===== config.mk =====
export PLATFORM = sky130hd
export DESIGN_NAME = serial_cmd_master
export DESIGN_NICKNAME = d
export VERILOG_FILES = /design/src/rtl/serial_cmd_pkg.sv /design/src/rtl/serial_cmd_master.sv
export SDC_FILE = /design/constraint.sdc
export NUM_CORES = 1
export LEC_CHECK = 0
export BUFFER_PORTS_ARGS = -buffer_cell sky130_fd_sc_hd__buf_2
export CORE_AREA = 2 2 116 106
export DETAILED_ROUTE_END_ITERATION = 16
export DIE_AREA = 0 0 118 108
export PLACE_DENSITY = 0.57
export SLEW_MARGIN = 20
export SYNTH_ARGS = -nofsm -noshare
export SYNTH_HDL_FRONTEND = slang
export SYNTH_SLANG_ARGS = --single-unit

===== constraint.sdc =====
create_clock -name clk -period 1.65 [get_ports clk]
set_input_delay 0.0825 -clock clk [delete_from_list [all_inputs] [get_ports clk]]
set_output_delay 0.0825 -clock clk [all_outputs]
set_load 0.03 [all_outputs]

===== src/rtl/serial_cmd_pkg.sv =====
// Opcode table, per-opcode argument/response lengths and FSM state encoding
// for the trig-board serial command master.
package serial_cmd_pkg;

  localparam logic [7:0] CMD_VERSION      = 8'd0;
  localparam logic [7:0] CMD_SET_MODE     = 8'd1;
  localparam logic [7:0] CMD_SET_PRESCALE = 8'd2;
  localparam logic [7:0] CMD_ARM          = 8'd3;
  localparam logic [7:0] CMD_DISARM       = 8'd4;
  localparam logic [7:0] CMD_CLR_CNT      = 8'd5;
  localparam logic [7:0] CMD_SET_MASK     = 8'd6;
  localparam logic [7:0] CMD_SET_DELAY    = 8'd7;
  localparam logic [7:0] CMD_STATUS       = 8'd8;
  localparam logic [7:0] CMD_SYNC         = 8'd9;
  localparam logic [7:0] CMD_READ_CNT     = 8'd10;
  localparam logic [7:0] CMD_SET_WIDTH    = 8'd11;
  localparam logic [7:0] CMD_SOFT_TRIG    = 8'd12;
  localparam logic [7:0] CMD_ROLLING      = 8'd13;

  localparam int RESP_CNT_W = 6;

  typedef enum logic [2:0] {IDLE, SEND, GAP, RECV, DONE} state_t;

  function automatic logic [2:0] cmd_nargs(input logic [7:0] op);
    case (op)
      CMD_SET_MODE, CMD_SET_PRESCALE, CMD_SET_WIDTH: return 3'd1;
      CMD_SET_MASK, CMD_SET_DELAY:                   return 3'd4;
      default:                                       return 3'd0;
    endcase
  endfunction

  function automatic logic [RESP_CNT_W-1:0] cmd_nresp(input logic [7:0] op);
    case (op)
      CMD_VERSION, CMD_STATUS: return 6'd1;
      CMD_READ_CNT:            return 6'd32;
      default:                 return 6'd0;
    endcase
  endfunction

endpackage


===== src/rtl/serial_cmd_master.sv =====
// Serialises one opcode+args onto a UART tx byte port, then collects the
// fixed-length response. Define SERIAL_MASTER_TIMEOUT_EN for the response timeout.
module serial_cmd_master
  import serial_cmd_pkg::*;
#(
  parameter int unsigned TIMEOUT_CYCLES = 50_000_000,
  parameter int unsigned MAX_RESP       = 32
) (
  input  logic                        clk,
  input  logic                        reset_n,
  input  logic                        cmd_valid,
  output logic                        cmd_ready,
  input  logic [7:0]                  cmd_op,
  input  logic [31:0]                 cmd_arg,
  input  logic                        txBusy,
  output logic                        txStart,
  output logic [7:0]                  txData,
  input  logic                        rxReady,
  input  logic [7:0]                  rxData,
  output logic                        resp_valid,
  output logic [7:0]                  resp_data,
  output logic [$clog2(MAX_RESP)-1:0] resp_index,
  output logic                        done,
  output logic                        timeout,
  output logic                        rx_stray
);

  localparam int IDX_W = $clog2(MAX_RESP);
  localparam int CNT_W = $clog2(MAX_RESP + 1);

  state_t           state;
  logic [7:0]       op_r;
  logic [31:0]      arg_r;
  logic [2:0]       nargs_r;
  logic [CNT_W-1:0] nresp_r;
  logic [2:0]       tx_cnt;   // bytes already handed to the UART
  logic [CNT_W-1:0] rx_cnt;
  logic [7:0]       tx_byte;

`ifdef SERIAL_MASTER_TIMEOUT_EN
  logic [31:0] idle_cnt;
  logic        timeout_r;
  assign timeout = timeout_r;
`else
  assign timeout = 1'b0;
`endif

  always_comb begin
    tx_byte = op_r;
    case (tx_cnt)
      3'd1:    tx_byte = arg_r[7:0];
      3'd2:    tx_byte = arg_r[15:8];
      3'd3:    tx_byte = arg_r[23:16];
      3'd4:    tx_byte = arg_r[31:24];
      default: tx_byte = op_r;
    endcase
  end

  // txStart is gated by the live txBusy so a byte is never launched into a busy UART
  assign txStart   = (state == SEND) && !txBusy;
  assign txData    = txStart ? tx_byte : 8'h00;
  assign cmd_ready = (state == IDLE);
  assign done      = (state == DONE);

  always_ff @(posedge clk or negedge reset_n) begin
    if (!reset_n) begin
      state      <= IDLE;
      op_r       <= '0;
      arg_r      <= '0;
      nargs_r    <= '0;
      nresp_r    <= '0;
      tx_cnt     <= '0;
      rx_cnt     <= '0;
      resp_valid <= 1'b0;
      resp_data  <= '0;
      resp_index <= '0;
      rx_stray   <= 1'b0;
`ifdef SERIAL_MASTER_TIMEOUT_EN
      idle_cnt   <= '0;
      timeout_r  <= 1'b0;
`endif
    end else begin
      resp_valid <= 1'b0;
      rx_stray   <= rxReady && (state != RECV);
`ifdef SERIAL_MASTER_TIMEOUT_EN
      timeout_r  <= 1'b0;
`endif
      case (state)
        IDLE: if (cmd_valid) begin
          op_r    <= cmd_op;
          arg_r   <= cmd_arg;
          nargs_r <= cmd_nargs(cmd_op);
          nresp_r <= CNT_W'(cmd_nresp(cmd_op));
          tx_cnt  <= '0;
          rx_cnt  <= '0;
          state   <= SEND;
        end
        SEND: if (!txBusy) begin
          tx_cnt <= tx_cnt + 3'd1;
          state  <= GAP;
        end
        // One dead cycle lets the UART raise txBusy before it is looked at again
        GAP: begin
`ifdef SERIAL_MASTER_TIMEOUT_EN
          idle_cnt <= '0;
`endif
          if (tx_cnt <= nargs_r)    state <= SEND;
          else if (nresp_r == '0)   state <= DONE;
          else                      state <= RECV;
        end
        RECV: begin
          if (rxReady) begin
            resp_valid <= 1'b1;
            resp_data  <= rxData;
            resp_index <= rx_cnt[IDX_W-1:0];
            rx_cnt     <= CNT_W'(rx_cnt + 1'b1);
            if (CNT_W'(rx_cnt + 1'b1) == nresp_r) state <= DONE;
`ifdef SERIAL_MASTER_TIMEOUT_EN
            idle_cnt <= '0;
          end else if (idle_cnt == 32'(TIMEOUT_CYCLES - 1)) begin
            timeout_r <= 1'b1;
            state     <= IDLE;
          end else begin
            idle_cnt <= idle_cnt + 32'd1;
`endif
          end
        end
        DONE:    state <= IDLE;
        default: state <= IDLE;
      endcase
    end
  end

endmodule

==> results.md, run 1 <==
- The run finished, with violations left.
- The final reports fail on setup timing.
- The portion of the clock cycle consumed by the worst path in the final layout is 125%.
- The final estimated routing congestion in global placement is just under 0.8.
- The clock-pin slew reported for the worst setup and hold paths after clock tree synthesis is 0.06 ns.
- TritonCTS created 9 clock buffers.
- The first routing iteration left ~130 violations.
- Pin placement for this block handled 80 I/O pins.
- The H-tree generated during clock tree synthesis spans 3 levels.
- The post-synthesis sequential element count is between 70 and 80.
- In this run the standard cell core region covers 11400 um2.
- sky130_fd_sc_hd__dfrtp_1 takes more of the synthesized area than any other cell.
- Setup repair after global routing could not meet its margin everywhere.
- The worst setup path is launched from a flip-flop.
- In this run the deepest clock path goes through 2 buffers.
- The worst hold slack is 0.0256 ns.
- In the post-synthesis netlist, the biggest area contributors are sky130_fd_sc_hd__dfrtp_1, sky130_fd_sc_hd__nand2_1, sky130_fd_sc_hd__ha_1.
- Summing every instance area after synthesis gives between 3000 and 4000 um2.
- Relative to the synthesized area, the layout overhead comes to 57.0%.
- Data arrives at the worst endpoint at around 2.0 ns.
- Detailed routing inserted a total of 3234 vias.
- The accumulated negative setup slack is -3.16 ns.
- Entering global routing, the biggest net connects 72 pins.
- The per-instance average area after synthesis is just under 9 um2.
- The class of the tightest hold or removal check is input port to flip-flop.
- The post-synthesis instance total is 393.
- The clock skew is about 0.0085 ns.
- The HPWL after detailed placement is around 6700 um.
- STA classifies the critical path endpoint as a primary output.
- The via count of the first global-routing pass was ~3300.
- The total power density per cell area is ~1800 nW/um2.
- Of the post-synthesis cell area, the dominant cell type holds a little over half.
- The final max-slew violation count is 0.
- The post-synthesis net count is around 450.
- The fmax is slightly below 500 MHz.
- Setup violations remaining at the end of the flow were counted as 11.
- The final core utilization is a little under half.
- The die height is about 110 um.
- Cells with a size suffix above 1 make up between 30% and 40% of the layout.
- The overall overflow remaining after global route is 0.
- The largest voltage drop on the vdd net is around 0.67 mV.
- After detailed routing, the average wire length per cell comes to roughly 14 um.
- The leading register cell type out of synthesis is sky130_fd_sc_hd__dfrtp_1.
- Once the floorplan was initialized, standard cells occupied between 20% and 30% of the core.
- The post-placement setup slack is -0.256 ns.
- The initial antenna violation count was 0.
- The port buffer count is about 80.
- The net count of the finished layout is 603.
- In this run, synthesis inferred 0 flip-flops with an integrated enable.
- Yosys printed 0 warnings.
- The number of different library cells used by synthesis comes to 42.
- The most common cell after layout, fill and taps aside is sky130_fd_sc_hd__nand2_1.
- The worst path in the final design needs a cycle of a little over 2 ns, including I/O delays and setup.
- The first TritonRoute pass finished after 4 iterations.
- The TritonCTS clock tree is done.
- The number of nets with antenna violations after detailed routing is 0.
- The clock latency on the worst-skew pair is 0.33 ns.
- The floorplan step defined a die boundary enclosing 12700 um2.
- In this run the clock root is driven by a sky130_fd_sc_hd__clkbuf_16.
- The combined global-route utilization of all metal layers is 15.9%.
- In this run the static leakage power is roughly 2.6 nW.
- Of all nets on the critical path, the largest fanout is 5.
- The count of endpoints failing hold in the final timing report is 0.
- The repair_antennas step left the layout with diodes totalling 0.
- The critical path is of the flip-flop to primary output type.
- At the worst endpoint, the required time is 1.57 ns.
- The share of synthesized registers carrying an async set or reset is 100%.
- The number of clock sinks is just over 70.
- In the post-route analysis, the smallest setup slack over all paths is -0.409 ns.
- In the layout the commonest cells are sky130_fd_sc_hd__nand2_1, sky130_fd_sc_hd__buf_2, sky130_fd_sc_hd__dfrtp_1.
- The total number of placement rows is 37.
- After detailed routing, the number of vias per cell comes to roughly 4.6.
- The x dimension of the die is approximately 120 um.
- The first-pass GRT wire length is approximately 16000 um.
- The portion of the post-synthesis area used by sequential elements is ~52%.
- The final wirelength is about 9700 um.
- The number of max-capacitance violations reported is 0.
- The filler cell count is 1105.
- For this run, design rule violations remaining after detail routing come to 0.
[final timing paths]
kind / cells past startpoint / slack (ns) / start / end
worst max-delay path: 7 / -0.41 / tx_cnt[1] / txData[4]
worst min-delay path: 3 / 0.03 / cmd_op[7] / op_r[7]
worst max register to register: 8 / -0.11 / tx_cnt[0] / state[0]
worst min register to register: 2 / 0.47 / resp_index[2] / resp_index[2]
max in group asynchronous: 3 / 0.99 / reset_n / tx_cnt[0]
min in group asynchronous: 3 / 0.29 / reset_n / arg_r[23]
[metal layers]
layer  vias to the layer above  GRT usage, %  wire [um]
met2                        69          25.4       4520
met1                      1567          21.8       4750
met5                         -             0          0
met3                        12          2.58        288
li1                       1586             -          -
met4                         0          6.45        170
[synthesized netlist by cell type, drive strengths merged, types with 2 or more instances]
master  number
nand2      172
dfrtp       71
nor2        22
buf         20
a221oi       9
inv          9
o21ai        9
a211oi       8
a22oi        8
ha           8
nand3        6
nor3         6
xnor2        6
a21oi        4
clkbuf       4
a311oi       3
a22o         2
nand2b       2
nand3b       2
nand4b       2
nor3b        2
nor4         2
o21bai       2
[kinds of logic after synthesis]
kind of cell / count (synthesis) / synth area share [%]
buffers and inverters: 33 / 4.60
other: 1 / 0.110
xor gates and xnor gates: 7 / 1.80
DFF: 71 / 52.3
AOI/OAI and AO/OA: 51 / 11.0
muxes: 1 / 0.331
and+or+nand+nor: 221 / 26.9
adders and majority gates: 8 / 2.95
[critical path, cell delays in order (launching register included)]
cell	delay [ns]
sky130_fd_sc_hd__dfrtp_2	0.44
sky130_fd_sc_hd__inv_4	0.06
sky130_fd_sc_hd__ha_4	0.18
sky130_fd_sc_hd__nor3_4	0.30
sky130_fd_sc_hd__o21bai_4	0.12
sky130_fd_sc_hd__buf_6	0.15
sky130_fd_sc_hd__a211oi_4	0.24
sky130_fd_sc_hd__buf_6	0.17
[power by group]
group          internal (W)  switching [W]
sequential          0.00242       0.000577
combinational       0.00202        0.00268
clock               0.00106       0.000737
[state kept, by name, indices dropped and copies added (netlist names)]
name	cells
op_r	8
nargs_r	2
resp_index	5
arg_r	32
resp_data	8
tx_cnt	3
rx_cnt	6
state	3
resp_valid	1
rx_stray	1
nresp_r	2
[area by class of cell]
type | count | area [um2] | area share [%]
Clock buffer | 11 | 243 | 4.55
Timing Repair Buffer | 161 | 1250 | 23.4
Clock inverter | 5 | 33.8 | 0.633
Tap cell | 156 | 195 | 3.66
Multi-Input combinational cell | 290 | 1800 | 33.7
Inverter | 9 | 38.8 | 0.727
Sequential cell | 71 | 1780 | 33.4
[timing repair]
action                                  in CTS  in global routing
hold buffers                                45                  0
pin swaps                                   11                 11
setup buffers                                5                  6
gates resized for setup                     38                 26
endpoints found under the setup margin      11                 52
endpoints found under the hold margin      115                  0
cloned                                       1                  0
[stage by stage]
| step | total power, W | cell area, um2 | instances |
|---|---|---|---|
| final | 0.00950 | 5340 | 703 |
| after global routing | 0.0102 | 5340 | 703 |
| after CTS | 0.00921 | 5190 | 697 |
| after detailed placement | 0.00687 | 4270 | 631 |
| after global placement | 0.00680 | 4270 | 631 |
| after floorplan | 0.00569 | 3590 | 393 |
Power figures use the tool's default switching activity.
==> inputs of run 2 (changes only) <==
--- a/config.mk
+++ b/config.mk
@@ -9,7 +9,9 @@
 export CORE_AREA = 2 2 116 106
 export DETAILED_ROUTE_END_ITERATION = 16
 export DIE_AREA = 0 0 118 108
+export GPL_TIMING_DRIVEN = 0
 export PLACE_DENSITY = 0.57
+export SETUP_SLACK_MARGIN = 0.4
 export SLEW_MARGIN = 20
 export SYNTH_ARGS = -nofsm -noshare
 export SYNTH_HDL_FRONTEND = slang
==> run 2 against run 1 <==
Routed wire length up 18%. Die area unchanged. Core utilization grew 8.9 points. Highest routed layer is now met5. Critical path depth increased by 3. The run still ends with setup timing left. Largest power group unchanged. Count of clock-buffer cells in the layout rose by 2.
==> results.md, run 2 (synthesis gave the netlist of run 1 again) <==
- The largest voltage drop on the vdd net is 0.675 mV.
- Across all setup checks in the final design, the least slack found is -0.546 ns.
- The clock passes through at most 2 buffers.
- On the worst path, the slowest cell contributes a delay of between 0.4 and 0.5 ns.
- The largest registers in the layout are arg_r (32), op_r (8), resp_data (8).
- Summed over all layers, the routed wires come to around 11000 um.
- The count of endpoints failing hold in the final timing report is 0.
- Grouping stages by cell kind, the critical path spends the most delay in buffers and inverters.
- The number of detailed-route iterations in the first pass is 4.
- The antenna diode instance count is 0.
- The fmax is 455 MHz.
- The initial DRC count is between 100 and 150.
- The TritonCTS clock tree is done.
- The cell repeated most along the worst path is sky130_fd_sc_hd__buf_12.
- The core region area is between 10000 and 15000 um2.
- Once the floorplan was initialized, standard cells occupied 29.7% of the core.
- The register with the most flip-flops in the layout has 32 of them.
- Global routing used 18.1% of the available tracks.
- Summed over all failing endpoints, the final setup total negative slack is -5.45 ns.
- The largest driver fanout on the critical path is 5.
- The class of the tightest hold or removal check is input port to flip-flop.
- The final estimated routing congestion in global placement is 0.766.
- Setup violations remaining at the end of the flow were counted as 33.
- CTS saw 71 sinks.
- The flow ran to the end, but the final reports show violations.
- The depth of the worst register-to-register path is 8.
- The port buffer count is just under 80.
- The total number of placement rows is 37.
- The boundary pin count is 80.
- The via count of the first global-routing pass was 3629.
- The final max-slew violation count was 0.
- In the routed design, unresolved DRC markers number 0.
- The library cell used most frequently in the layout, excluding fill and tap cells, is sky130_fd_sc_hd__nand2_1.
- For this block, the via count after detailed routing is 3368.
- The initial antenna violation count is 1.
- The sort of element at the end of the critical path is a primary output.
- The pin count of the biggest net entering global routing is between 40 and 50.
- The HPWL after detailed placement is approximately 6600 um.
- The detailed-route vias per instance is around 4.6.
- The cell area after layout is about 6300 um2.
- The clock-pin slew reported for the worst setup and hold paths after clock tree synthesis is approximately 0.06 ns.
- Across the run, the number of max-cap violations was 0.
- Together, buffers and inverters on the worst path number 5.
- The clock skew is 0.00629 ns.
- The number of placed instances, taps included, is between 600 and 700.
- The growth of design area from synthesis to finish is 86.9%.
- The number of H-tree levels is 3.
- The post-detailed-route wirelength per cell is ~16 um.
- The die height is roughly 110 um.
- The total power density per cell area is about 1700 nW/um2.
- The post-placement setup slack is -0.416 ns.
- The total overflow left after global routing is 0.
- The die is between 100 and 150 um wide.
- Summing all placed instances gives a cell area of about 4300 um2.
- The static leakage is 3.13 nW.
- The final standard cell count with taps included and fillers excluded is around 740.
- The arrival time at the worst endpoint is approximately 2.1 ns.
- The clock latency on the worst-skew pair is approximately 0.33 ns.
- The shortest clock period the worst path allows after layout is 2.20 ns.
- Cells with a size suffix above 1 make up 54.0% of the layout.
- The area of the die is between 10000 and 15000 um2.
- The slowest stage of the critical path is the sky130_fd_sc_hd__dfrtp_2 cell.
- Measured on the finished design, the core utilization comes to between 50% and 60%.
- The worst setup path is launched from a flip-flop.
- Along the worst hold path, the cell count comes to 3.
- The TritonCTS buffer count is 9.
- The net count of the finished layout is roughly 640.
- The tree is rooted in a sky130_fd_sc_hd__clkbuf_16.
- The first global-routing pass estimated roughly 18000 um of wire.
- The kind of critical path is flip-flop to primary output.
- Counting buffers and inverters, the worst setup path is 10 cells deep.
- The detail route stage leaves a number of antenna-violating nets equal to 0.
- In the layout the commonest cells are sky130_fd_sc_hd__nand2_1, sky130_fd_sc_hd__buf_2, sky130_fd_sc_hd__dfrtp_1.
- The critical path required time is ~1.6 ns.
- The register with the highest flop count is arg_r.
- Setup repair after global routing could not meet its margin everywhere.
- The final reports fail on setup timing.
- The signal on the critical path passes through inv_4, ha_4, clkbuf_8, nor3_4, o21bai_4, buf_12, buf_12, nor2_2, a211oi_4, buf_6.
- The portion of the clock cycle consumed by the worst path in the final layout is 133%.
==> run 2: cell types whose count changed in the layout (fill, tap and decap cells not counted), sizes merged <==
cell      before  now
buf          116  146
clkbuf        11   17
clkinvlp       2    0
o21bai         3    2
==> run 2: worst paths after layout <==
path,end,slack (ns),start
worst max-delay path,txData[5],-0.55,tx_cnt[1]
worst min-delay path,op_r[2],0.03,cmd_op[2]
worst max register to register,state[0],-0.13,tx_cnt[0]
worst min register to register,op_r[7],0.47,op_r[7]
max in group asynchronous,nargs_r[0],0.85,reset_n
min in group asynchronous,arg_r[6],0.23,reset_n
==> run 2: layout make-up <==
type	count	area, um2
Fill cell	997	5080
Multi-Input combinational cell	289	2230
Sequential cell	71	1780
Timing Repair Buffer	171	1560
Buffer	24	278
Clock buffer	13	250
Tap cell	156	195
Inverter	9	38.8
Clock inverter	3	18.8
==> run 2: power by group <==
part           leakage [nW]  total (W)  internal (W)  switching, W
Clock                 0.134    0.00178       0.00106      0.000726
Sequential            0.903    0.00298       0.00243      0.000555
Combinational          2.09    0.00634       0.00301       0.00333
Total                  3.13     0.0111       0.00649       0.00461
==> run 2: through the flow <==
step	hold WS (ns)	total power (W)
final	0.0270	0.0111
after global routing	0.0420	0.0118
after CTS	0.00856	0.0105
after detailed placement	0.0603	0.00681
after global placement	0.272	0.00674
after floorplan	-0.213	0.00582
==> run 2: worst min-delay path: stages <==
cell and delay, ns:
sky130_fd_sc_hd__buf_2 0.15, sky130_fd_sc_hd__nand2_2 0.06, sky130_fd_sc_hd__nand2_1 0.04
==> run 2: what timing repair did <==
action / CTS / global route
gates cloned: 8 / 0
setup endpoints to repair: 77 / 81
hold buffers: 45 / 0
setup buffers: 30 / 9
endpoints found under the hold margin: 75 / 0
pin swaps: 32 / 80
resized for setup: 135 / 96
==> run 2: layer usage <==
| layer | GRT usage (%) | part of all wire [%] | up-vias |
|---|---|---|---|
| met5 | 0 | 0.096 | - |
| met4 | 4.13 | 1.5 | 2 |
| met3 | 4.32 | 4.0 | 17 |
| met2 | 32.3 | 51 | 82 |
| met1 | 22.5 | 44 | 1616 |
| li1 | - | - | 1651 |
==> inputs of run 3 (changes only) <==
--- a/config.mk
+++ b/config.mk
@@ -10,7 +10,6 @@
 export DETAILED_ROUTE_END_ITERATION = 16
 export DIE_AREA = 0 0 118 108
 export GPL_TIMING_DRIVEN = 0
-export PLACE_DENSITY = 0.57
 export SETUP_SLACK_MARGIN = 0.4
 export SLEW_MARGIN = 20
 export SYNTH_ARGS = -nofsm -noshare
==> run 3 against run 2 <==
The flow still finishes with violations (setup timing). Design area up 0.24%. Via count up 1.9%. Routed wire length up 1.1%. Final cell count up 1.1%. Fmax down 0.81%. Global-route usage up 0.36 points. Highest routed layer is now met4. Flip-flop and latch count unchanged. Non-clock buffer count up 8.
==> results.md, run 3 (synthesis gave the netlist of run 1 again) <==
- The flow ran to the end, but the final reports show violations.
- The final reports fail on setup timing.
- The HPWL after detailed placement is 6630 um.
- The initial antenna violation count came to 0.
- Counting instances, the worst hold path has a depth of 2.
- The worst path setup slack after routing is -0.564 ns.
- The path with the worst hold slack has its endpoint at rx_stray.
- The startpoint identified for the worst register-to-register timing path is tx_cnt[0].
- Of the cells placed in the final design, the portion with a size suffix greater than 1 is ~53%.
- The setup-violating endpoint count in the final report is 35.
- The port buffer count is 78.
- The initial cell density of the core is just under 30%.
- The class of the tightest hold or removal check is input port to flip-flop.
- After detailed routing, the number of remaining DRC violations is 0.
- Entering global routing, the biggest net connects between 40 and 50 pins.
- The overall overflow remaining after global route is 0.
- The shortest clock period the worst path allows after layout is about 2.2 ns.
- After layout, the worst path uses 134% of the clock period.
- The final estimated routing congestion in global placement is slightly below 0.8.
- Summed over all nets, the switching power comes to between 0.004 and 0.005 W.
- Clock skew on the completed layout was measured at around 0.007 ns.
- The combinational share of power is a little under three fifths.
- For the worst setup path, the data required time is ~1.6 ns.
- STA puts the critical path data arrival time at approximately 2.1 ns.
- The first global-routing pass estimated 18500 um of wire.
- The number of max-capacitance violations reported is 0.
- In this run the critical register-to-register path is captured at state[2].
- Internal power comes to 0.00664 W.
- The worst-path cell with the longest stage delay is sky130_fd_sc_hd__dfrtp_2.
- VDD sags by at most between 0.8 and 0.9 mV.
- The detailed-route vias per instance is 4.61.
- The total power density per cell area is 1760 nW/um2.
- The post-detailed-route wirelength per cell is ~16 um.
- TritonCTS created 9 clock buffers.
- The number of nets in the finished design is 644.
- The detail route stage leaves a number of antenna-violating nets equal to 0.
- The number of cells after detailed placement is 628.
- The count of endpoints failing hold in the final timing report is 0.
- The number of H-tree levels is 3.
- The final max-slew violation count is 0.
- The final core utilization is 55.7%.
- For this block, the routed nets add up to around 12000 um of wire.
- For this run, the number of standard cells in the final layout without fillers is approximately 740.
- The largest single stage delay on the critical path is roughly 0.45 ns.
- The origin of the worst setup path is tx_cnt[0].
- Leaving out fill and tap cells, the most frequent cell in the layout is sky130_fd_sc_hd__nand2_1.
- The clock latency on the worst-skew pair is 0.33 ns.
- The clock-pin slew reported for the worst setup and hold paths after clock tree synthesis is around 0.060 ns.
- The fmax is approximately 450 MHz.
- CTS saw about 70 sinks.
- Per report_power, the sequential group accounts for a little over a quarter of the total.
- The root buffer cell is sky130_fd_sc_hd__clkbuf_16.
- The slew at the pin closest to its max-slew limit is approximately 0.49 ns.
- The x dimension of the die is 118 um.
- The largest buffer count on any clock path is 2.
- The flip-flop count of the largest register, all copies and words added is 32.
- The area of the die is between 10000 and 15000 um2.
- In this run the most critical hold path is launched from rxReady.
- The reg-to-reg setup timing slack is -0.54 ns.
- The top cell types in the final layout, fill and taps aside, are sky130_fd_sc_hd__nand2_1, sky130_fd_sc_hd__dfrtp_1, sky130_fd_sc_hd__buf_2.
- In this run the vertical extent of the chip is around 110 um.
- The core region area is ~11000 um2.
- The critical path is of the flip-flop to primary output type.
- The boundary pin count is 80.
- For this design the static power due to leakage is roughly 3.1 nW.
- The via count of the first global-routing pass is about 3600.
- The worst setup path is launched from a flip-flop.
- The clock group share of total power is between 10% and 20%.
- The sort of element at the end of the critical path is a primary output.
- In this run, the number of DRC markers left after iteration 0 of detailed routing was about 190.
- The vias after detailed routing is 3431.
- The largest driver fanout on the critical path is 9.
- On the final layout, the worst hold slack is roughly 0.04 ns.
- In this run the core area contains 37 standard-cell rows.
- For this run, the total global-route usage over all layers was measured as between 10% and 20%.
- The area growth from synthesis to layout is 87.3%.
- The largest registers in the layout are arg_r (32), op_r (8), resp_data (8).
- Setup repair after global routing could not meet its margin everywhere.
- Measured in cells, the most critical reg-to-reg path has a length of 12.
- Counting flops per register, the top entry is arg_r.
- TritonCTS built the clock tree.
- The worst slew margin relative to its limit is between 60% and 70%.
- The switching part of the total power is between 40% and 50%.
- The number of detailed-route iterations in the first pass is 4.
- Walking the worst path, the cells encountered are inv_4, ha_2, buf_6, nor3_4, o21bai_4, buf_12, buf_12, nor2_2, a211oi_4, buf_6.
-- run 3: cell types whose count changed in the layout (fill, tap and decap cells not counted), sizes merged --
cell,before,now
buf,146,154
clkbuf,17,14
bufinv,0,1
clkinv,3,2
clkinvlp,0,1
diode,0,1
dlygate4sd3,45,46
-- run 3: repair_timing --
action	4_1_cts	5_1_grt
setup buffers	39	8
gates cloned	7	0
endpoints found under the hold margin	68	0
gates resized for setup	126	107
hold buffers	46	0
endpoints found under the setup margin	77	80
pin swaps	35	82
-- run 3: final cells by class --
class	count	area, um2
multi-input combinational	289	2170
clock inverter	4	47.5
timing repair buffer	179	1610
sequential	71	1780
antenna	1	2.50
tap	156	195
clock buffer	11	233
inverter	9	36.3
fill	996	5070
buffer	24	280
-- run 3: critical path: cells and delay by family (launching register included) --
family	cells	cell delay, ns
buffers and inverters	5	0.67
DFF	1	0.45
AOI/OAI and AO/OA	2	0.40
adders and majority gates	1	0.18
and+or+nand+nor	2	0.10
-- run 3: worst max path at each step --
stage           endpoint  slack [ns]  cells after the start
2_1_floorplan  txData[0]       -0.09                      7
3_3_place_gp   txData[7]       -0.40                      7
3_5_place_dp   txData[7]       -0.42                      7
4_1_cts        txData[5]       -0.53                      9
5_1_grt         state[2]       -0.62                     12
6_report       txData[5]       -0.56                     10
-- run 3: power groups by stage --
| stage | registers [W] | logic [W] | clock network [W] |
|---|---|---|---|
| floorplan | 0.00304 | 0.00278 | 0 |
| global placement | 0.00288 | 0.00385 | 0 |
| detailed placement | 0.00290 | 0.00393 | 0 |
| CTS | 0.00294 | 0.00571 | 0.00191 |
| global route | 0.00303 | 0.00686 | 0.00198 |
| finish | 0.00295 | 0.00639 | 0.00188 |
-- run 3: metal layers --
| layer | share of wire, % | GRT usage (%) |
|---|---|---|
| met5 | 0 | 0 |
| met4 | 0.84 | 3.70 |
| met3 | 4.3 | 4.80 |
| met2 | 53 | 34.0 |
| met1 | 42 | 22.1 |
-- run 3: per-stage QoR --
stage / TNS (ns) / setup WS [ns] / power, W / instance area [um2]
after detailed placement: -2.38 / -0.425 / 0.00684 / 4280
final: -6.12 / -0.564 / 0.0112 / 6360
after floorplan: -0.567 / -0.0926 / 0.00582 / 3670
after global placement: -2.11 / -0.404 / 0.00673 / 4250
after global routing: -8.78 / -0.617 / 0.0119 / 6360
after CTS: -7.02 / -0.528 / 0.0106 / 5920
